$ cat src/rtl/serdesphy_mdec_pkg.sv
// Shared definitions for the Manchester stream decoder.
//   SYM_HI_LO / SYM_LO_HI : the two legal Manchester symbols
//   POL_NORMAL / POL_INVERT: symbol polarity selection
//   decode_symbol(sym, pol): returns {err, bit} for one 2-bit symbol
package serdesphy_mdec_pkg;

    localparam logic [1:0] SYM_HI_LO  = 2'b10;
    localparam logic [1:0] SYM_LO_HI  = 2'b01;
    localparam logic       POL_NORMAL = 1'b0;
    localparam logic       POL_INVERT = 1'b1;

    // Invalid symbols (00/11) decode to bit 0 with the error flag set.
    function automatic logic [1:0] decode_symbol(input logic [1:0] sym, input logic pol);
        logic [1:0] res;
        res = 2'b10;
        if (sym == SYM_LO_HI) begin
            res = {1'b0, pol == POL_NORMAL};
        end else if (sym == SYM_HI_LO) begin
            res = {1'b0, pol == POL_INVERT};
        end
        return res;
    endfunction

endpackage

$ cat src/rtl/serdesphy_sync_fifo.sv
// Synchronous FIFO with registered occupancy and wrapping pointers.
// Ports:
//   clk, rst      : clock, asynchronous active-high reset
//   push, din     : write request and data (ignored when full)
//   pop, dout     : read request (ignored when empty) and head word
//   full, empty   : occupancy flags
//   count         : occupancy, $clog2(DEPTH)+1 bits
// dout reads the head entry combinationally and is forced to zero when empty,
// so nothing left in storage is visible after a reset.
module serdesphy_sync_fifo #(
    parameter int WIDTH = 16,
    parameter int DEPTH = 4
) (
    input  logic                   clk,
    input  logic                   rst,
    input  logic                   push,
    input  logic [WIDTH-1:0]       din,
    input  logic                   pop,
    output logic [WIDTH-1:0]       dout,
    output logic                   full,
    output logic                   empty,
    output logic [$clog2(DEPTH):0] count
);
    import serdesphy_mdec_pkg::*;

    localparam int AW = $clog2(DEPTH);
    localparam logic [AW:0] FULL_CNT = DEPTH[AW:0];

    logic [WIDTH-1:0] mem [DEPTH];
    logic [AW-1:0]    wptr;
    logic [AW-1:0]    rptr;
    logic             do_push;
    logic             do_pop;

    assign full    = (count == FULL_CNT);
    assign empty   = (count == '0);
    assign do_push = push && !full;
    assign do_pop  = pop && !empty;
    assign dout    = empty ? '0 : mem[rptr];

    always_ff @(posedge clk) begin
        if (do_push) begin
            mem[wptr] <= din;
        end
    end

    // Pointers wrap naturally because DEPTH is a power of two.
    always_ff @(posedge clk or posedge rst) begin
        if (rst) begin
            wptr  <= '0;
            rptr  <= '0;
            count <= '0;
        end else begin
            if (do_push) begin
                wptr <= wptr + 1'b1;
            end
            if (do_pop) begin
                rptr <= rptr + 1'b1;
            end
            case ({do_push, do_pop})
                2'b10:   count <= count + 1'b1;
                2'b01:   count <= count - 1'b1;
                default: count <= count;
            endcase
        end
    end

endmodule

$ cat src/rtl/serdesphy_manchester_stream_decoder.sv
// Streaming Manchester decoder: 2*DATA_W symbol bits in, DATA_W decoded bits
// plus a per-bit invalid-symbol mask out, buffered in a DEPTH-word FIFO.
// Ports:
//   clk, rst                     : clock, asynchronous active-high reset
//   in_data/in_valid/in_ready    : symbol word handshake (ready = FIFO not full)
//   polarity                     : 0 -> 10=0,01=1 ; 1 -> inverted
//   out_data/out_err_mask/out_error/out_valid/out_ready : FIFO head handshake
//   err_count, err_clr           : saturating erroring-word counter and its
//                                  clear; present only when
//                                  SERDESPHY_MDEC_ERRCNT_EN is defined
module serdesphy_manchester_stream_decoder #(
    parameter int DATA_W = 8,
    parameter int DEPTH  = 4,
    parameter int CNT_W  = 16
) (
    input  logic                clk,
    input  logic                rst,
    input  logic [2*DATA_W-1:0] in_data,
    input  logic                in_valid,
    output logic                in_ready,
    input  logic                polarity,
    output logic [DATA_W-1:0]   out_data,
    output logic [DATA_W-1:0]   out_err_mask,
    output logic                out_error,
    output logic                out_valid,
    input  logic                out_ready
`ifdef SERDESPHY_MDEC_ERRCNT_EN
    ,
    output logic [CNT_W-1:0]    err_count,
    input  logic                err_clr
`endif
);
    import serdesphy_mdec_pkg::*;

    localparam int CW = $clog2(DEPTH) + 1;
    localparam logic [CW-1:0] DEPTH_CNT = CW'(DEPTH);

    logic [DATA_W-1:0]   dec_data;
    logic [DATA_W-1:0]   dec_mask;
    logic                accept;
    logic                fifo_full;
    logic                fifo_empty;
    logic [CW-1:0]       fifo_count;
    logic [2*DATA_W-1:0] fifo_dout;

    always_comb begin
        dec_data = '0;
        dec_mask = '0;
        for (int unsigned i = 0; i < DATA_W; i++) begin
            {dec_mask[i], dec_data[i]} = decode_symbol(in_data[2*i +: 2], polarity);
        end
    end

    // No bypass: a full FIFO refuses input even if the head pops this cycle.
    assign in_ready = (fifo_count < DEPTH_CNT);
    assign accept   = in_valid && in_ready;

    serdesphy_sync_fifo #(
        .WIDTH (2*DATA_W),
        .DEPTH (DEPTH)
    ) u_fifo (
        .clk   (clk),
        .rst   (rst),
        .push  (accept),
        .din   ({dec_mask, dec_data}),
        .pop   (out_valid && out_ready),
        .dout  (fifo_dout),
        .full  (fifo_full),
        .empty (fifo_empty),
        .count (fifo_count)
    );

    assign out_valid                = !fifo_empty;
    assign {out_err_mask, out_data} = fifo_dout;
    assign out_error                = |out_err_mask;

    full_matches_count: assert property (@(posedge clk) disable iff (rst)
        fifo_full == (fifo_count == DEPTH_CNT));

`ifdef SERDESPHY_MDEC_ERRCNT_EN
    logic accept_err;
    assign accept_err = accept && (|dec_mask);

    // A clear coinciding with an erroring accept leaves that word counted.
    always_ff @(posedge clk or posedge rst) begin
        if (rst) begin
            err_count <= '0;
        end else if (err_clr) begin
            err_count <= accept_err ? CNT_W'(1) : '0;
        end else if (accept_err && (err_count != '1)) begin
            err_count <= err_count + 1'b1;
        end
    end
`endif

endmodule

$ cat config.mk
export PLATFORM = sky130hd
export DESIGN_NAME = serdesphy_manchester_stream_decoder
export DESIGN_NICKNAME = d
export VERILOG_FILES = /design/src/rtl/serdesphy_mdec_pkg.sv /design/src/rtl/serdesphy_sync_fifo.sv /design/src/rtl/serdesphy_manchester_stream_decoder.sv
export SDC_FILE = /design/constraint.sdc
export NUM_CORES = 1
export LEC_CHECK = 0
export ABC_CLOCK_PERIOD_IN_PS = 1900
export BUFFER_PORTS_ARGS = -buffer_cell sky130_fd_sc_hd__buf_4
export CAP_MARGIN = 10
export CORE_UTILIZATION = 43
export DETAILED_ROUTE_END_ITERATION = 16
export HOLD_SLACK_MARGIN = 0.08
export PLACE_DENSITY_LB_ADDON = 0.2
export SYNTH_ARGS = -nofsm -noshare
export SYNTH_HDL_FRONTEND = slang
export SYNTH_SLANG_ARGS = --single-unit
$ cat constraint.sdc
create_clock -name clk -period 1.9 [get_ports clk]
set_clock_uncertainty 0.2 [all_clocks]
set_input_delay 0.285 -clock clk [delete_from_list [all_inputs] [get_ports clk]]
set_output_delay 0.285 -clock clk [all_outputs]
set_load 0.05 [all_outputs]
After elaboration in Yosys (flattened, before gate mapping)
Memory sizes are Yosys's and may differ from the RTL's.
Index checks and enable logic that the tools add are counted.

storage, ports and cells
  flip-flop bits (word level) = 7
  bits in latches = 0
  bits in writable memories = 64
  bits in read-only memories = 0
  bits of input ports = 21
  output and inout port bits = 19
  logic and storage cells = 58
  memories kept = 1

memories
  memory      words  width  rd ports  clocked after Yosys merged registers in  write ports  line                       RTL
  u_fifo.mem  4      16     1         0                                        1            serdesphy_sync_fifo.sv:29  logic [WIDTH-1:0] mem [DEPTH];

cells by class
  $add $sub $neg = 4
  multiply operators = 0
  div/mod/pow operators = 0
  $lt $le $gt $ge = 1
  eq/ne operators = 19
  shift-type cells = 0
  multiplexer cells = 20
  bitwise operators = 1
  reductions and logical operators = 9

operators with widths
  kind                                              count
  two-way mux 2 bit                                 16
  == test 2 x 1 -> 1 bit, second input constant     9
  == test 2 bit, second input constant              9
  two-way mux 16 bit                                1
  OR reduction 8 bit                                1
  one-hot mux 3 bit (2 select lines)                1
  adder 2 x 1 -> 2 bit, second input constant       2
  logical AND 1 bit                                 4
  adder 3 x 1 -> 3 bit, second input constant       1
  == test 3 bit, second input constant              1
  logical NOT 3 bit                                 1
  < comparator 3 bit, second input constant         1
  subtractor 3 x 1 -> 3 bit, second input constant  1
  logical NOT 1 bit                                 2
  two-way mux 1 bit                                 2
  nonzero test 2 bit                                1
  inverter 1 bit                                    1

Longest topological paths before layout
  word-level depth = 6
  depth in mapped cells = 9

Cells and area by module
A second synthesis with hierarchy kept.

unflattened totals
  cells, all modules = 201
  area, all modules = 3400.8 sq um

by module, submodules not included
  module                               instances  cells an instance  area an instance (sq um)  sequential area each (sq um)
  serdesphy_sync_fifo                  1          140                2959.1                    2097.0
  serdesphy_manchester_stream_decoder  1          61                 441.7                     0.0

Worst setup path after synthesis
Ideal clock, no wire load.

  kind = reg2out
  start point = reg u_fifo.rptr[0]
  end point = out out_error
  arrival = 1730 ps
  path slack = -315 ps
  stages on the path, launching flop included = 5
  buffers on the path = 1
  cells stage by stage = dfrtp_1 -> buf_6 -> mux4_2 -> o41ai_2 -> nand3_1

between the ends
  cells in the longest elaborated chain, start to end = 3

RTL lines
  element                   line                                       RTL
  start, declared           serdesphy_sync_fifo.sv:31                  logic [AW-1:0] rptr;
  start signal, assigned    serdesphy_sync_fifo.sv:58                  rptr <= rptr + 1'b1;
  memory read (4 x 16 bit)  -
  two-way mux 16 bit        serdesphy_sync_fifo.sv:39                  assign dout = empty ? '0 : mem[rptr];
  OR reduction 8 bit        serdesphy_manchester_stream_decoder.sv:75  assign out_error = |out_err_mask;
  end, declared             serdesphy_manchester_stream_decoder.sv:24  output logic out_error,

Every way passes these cells.

Worst setup path in the final report
Ends and elaborated chain as after synthesis.

==> impl_metrics.toml <==
[power]
combinationalPowerShare = 0.571
switching_share = 0.380
seq_power_share = 0.293
ir_worst_vdd_v = 0.00108
p_int_mw = 4.49
p_leak_nw = 1.72
clockPowerShare = 0.136
p_switching_mw = 2.75
power_density_nw_per_um2 = 1690

[clock_network]
numClockSinks = 71
htree_levels = 3
cts_max_path_buffers = 2
clkTransAtPathRegs_ps = 70
cts_tree = "done"
root_buffer = "clkbuf_8"
cts_buffers = 9
clock_latency_ps = 330

[global_route]
antenna_found_initial = 0
grt_pass1_wl_mm = 9.06
grt_max_degree = 22
grt_usage = 0.168
grt_pass1_vias = 1675
grt-ovfl-total = 0

[setup_path]
crit_required_ps = 1410
worstPathMaxFanout = 7
end_kind = "output pin"
cp-start-kind = "flop"
reg2reg_from = "u_fifo.count[2]"
slowest_stage = "mux4_2"
critical_path_class = "reg -> out"
critPathLaunch = "u_fifo.rptr[0]"
crit_chain = "buf_12 -> mux4_2 -> o41ai_4 -> nand3_2 -> buf_6"
crit_arrival_ps = 2070
slowest_delay_ps = 540

[placement]
place_area_um2 = 3880
place.gp.congestion = 0.718
dpl.hpwl_mm = 3.85
io_buffer_count = 39

[detailed_routing]
drt_iter0_drc = 66
routed_via_density = 4.82
antenna_left = 0
drtPass1Iterations = 4
wl_per_cell_um = 16.2
routed.top_layer = "met4"
wl_met3_um = 220
drcViolationCount = 0
vias = 1809
wl_met1_mm = 2.82
routed-wl-met2_mm = 2.98
drt_wl_total_mm = 6.07

[final_layout]
nets = 314
drive_gt1_frac = 0.424
final_core_util = 0.587
diodes = 0
finalInstanceArea_um2 = 4280
area_growth_pct = 31.5

[sta]
tightest_slew_ps = 457
max_freq_mhz = 391
max_slew_margin = 0.692
setup_viol = 20
final_max_slew_viol_count = 0
post-route-min-period_ps = 2560
rsz0062_at_grt = "true"
hold_violations = 0
min_period_over_period = 1.34
finalSetupTns_ps = -7580
fin_ws_ps = -655

[synthesis]
syn-num-nets = 244
syn_area_um2 = 3260
ys_ff_latch = 71
syn_area_per_cell_um2 = 16.2
synth_cells = 201
yosysWarnings = 0
synth_cell_type_count = 22
seq_area_frac_synth = 0.644

[outcome]
status = "finished, violations left"
violations = "negative setup slack"

[worst_hold_path]
hold_path_class = "in -> reg"
min-delay-start = "in_data[13]"

[floorplan]
die-area_um2 = 7930
fp.dieW_um = 89.0
die_h_um = 89.0
ios = 40
start_util = 0.447
core_um2 = 7290
rows = 31

[flow_run]
cap_violations = 0
==> per-layer routing <==
layer,GRT usage,vias to the layer above
met1,0.230,896
met4,0.0779,0
met2,0.262,48
li1,-,859
met5,0,-
met3,0.0332,6
==> registers in the layout (all words and copies together), names as in the netlist <==
register / cells
u_fifo.mem: 64
u_fifo.count: 3
u_fifo.rptr: 2
u_fifo.wptr: 2
==> timing repair <==
action	4_1_cts	5_1_grt
pin swaps	2	10
gates cloned	1	0
setup buffers	4	4
endpoints found under the hold margin	8	0
setup endpoints to repair	20	20
hold buffers	2	0
gates resized for setup	39	15
==> placed cells by master (no fill, tap or decap), types with 2 or more instances in the layout <==
master,Yosys,routed
clkbuf_1,4,2
ha_1,21,20
edfxtp_1,64,64
clkinv_1,0,2
clkbuf_8,0,9
and2_1,21,4
xnor2_1,4,4
buf_6,1,10
buf_4,1,36
and2_4,0,15
dlygate4sd3_1,0,2
o21ai_0,9,8
xor2_1,2,2
mux4_2,11,15
nand3_1,7,6
mux2i_1,3,3
buf_12,0,7
clkinv_2,0,2
nand2_1,5,5
dfrtp_1,7,6
and2_2,0,2
inv_1,29,28
buf_8,0,12
==> worst paths after layout <==
check	end	slack, ps	depth (start not counted)
worst min-delay path	u_fifo.mem[3][14]	120	2
min in group asynchronous	u_fifo.rptr[0]	260	3
worst max register to register	u_fifo.count[2]	-90	8
worst min register to register	u_fifo.count[0]	350	2
max in group asynchronous	u_fifo.rptr[0]	990	3
worst max-delay path	out_error	-660	5
==> cell usage after synthesis <==
library cell  instances  share of area
xnor2_1               4          0.011
fa_1                  1         0.0061
edfxtp_1             64           0.59
buf_4                 1         0.0023
mux4_2               11          0.076
nor2_1                1         0.0012
nand2_1               5         0.0058
or3_1                 1         0.0019
xor2_1                2         0.0054
and2_1               21          0.040
mux2i_1               3         0.0092
dfrtp_1               7          0.054
o21ai_0               9          0.014
inv_1                29          0.033
nor2b_1               1         0.0019
mux4_1                5          0.040
buf_2                 2         0.0031
buf_6                 1         0.0035
ha_1                 21          0.081
nand3_1               7          0.011
clkbuf_1              4         0.0046
o41ai_2               1         0.0050
==> power by group through the flow <==
stage,combinational [mW],sequential [mW],clock (mW)
6_report,4.14,2.12,0.982
3_3_place_gp,3.37,2.15,0
2_1_floorplan,2.41,2.10,0
3_5_place_dp,3.38,2.15,0
5_1_grt,4.37,2.14,1.07
4_1_cts,3.91,2.12,1.00
==> logic make-up after synthesis <==
logic type / count (synthesis) / synth area share
fa+ha+maj: 22 / 0.0868
flops: 71 / 0.644
mux: 19 / 0.126
xor+xnor: 6 / 0.0161
buf+inv: 37 / 0.0469
compound gates: 10 / 0.0188
simple gates: 36 / 0.0619
==> stage by stage <==
stage / hold WS (ps) / power, mW / cells / worst slack, ps
2_1_floorplan: -112 / 4.51 / 201 / -215
3_3_place_gp: 59.1 / 5.52 / 349 / -368
3_5_place_dp: 59.8 / 5.54 / 349 / -374
4_1_cts: 115 / 7.04 / 371 / -684
5_1_grt: 145 / 7.58 / 375 / -717
6_report: 124 / 7.24 / 375 / -655
==> final cells by class <==
class | count | area [um2]
repair buffers | 67 | 723
clock inverters | 5 | 25.0
multi-input cells | 93 | 1070
fillers | 591 | 3010
flip-flops and latches | 71 | 2100
inverters | 29 | 109
well taps | 99 | 124
clock buffers | 11 | 131
==> critical path: cells and delay by family, from the launching register on <==
kind | cells | cell delay, ps
and+or+nand+nor | 1 | 120
DFF | 1 | 390
muxes | 1 | 540
AOI/OAI and AO/OA | 1 | 380
buffers and inverters | 2 | 300
Power figures use the tool's default switching activity.
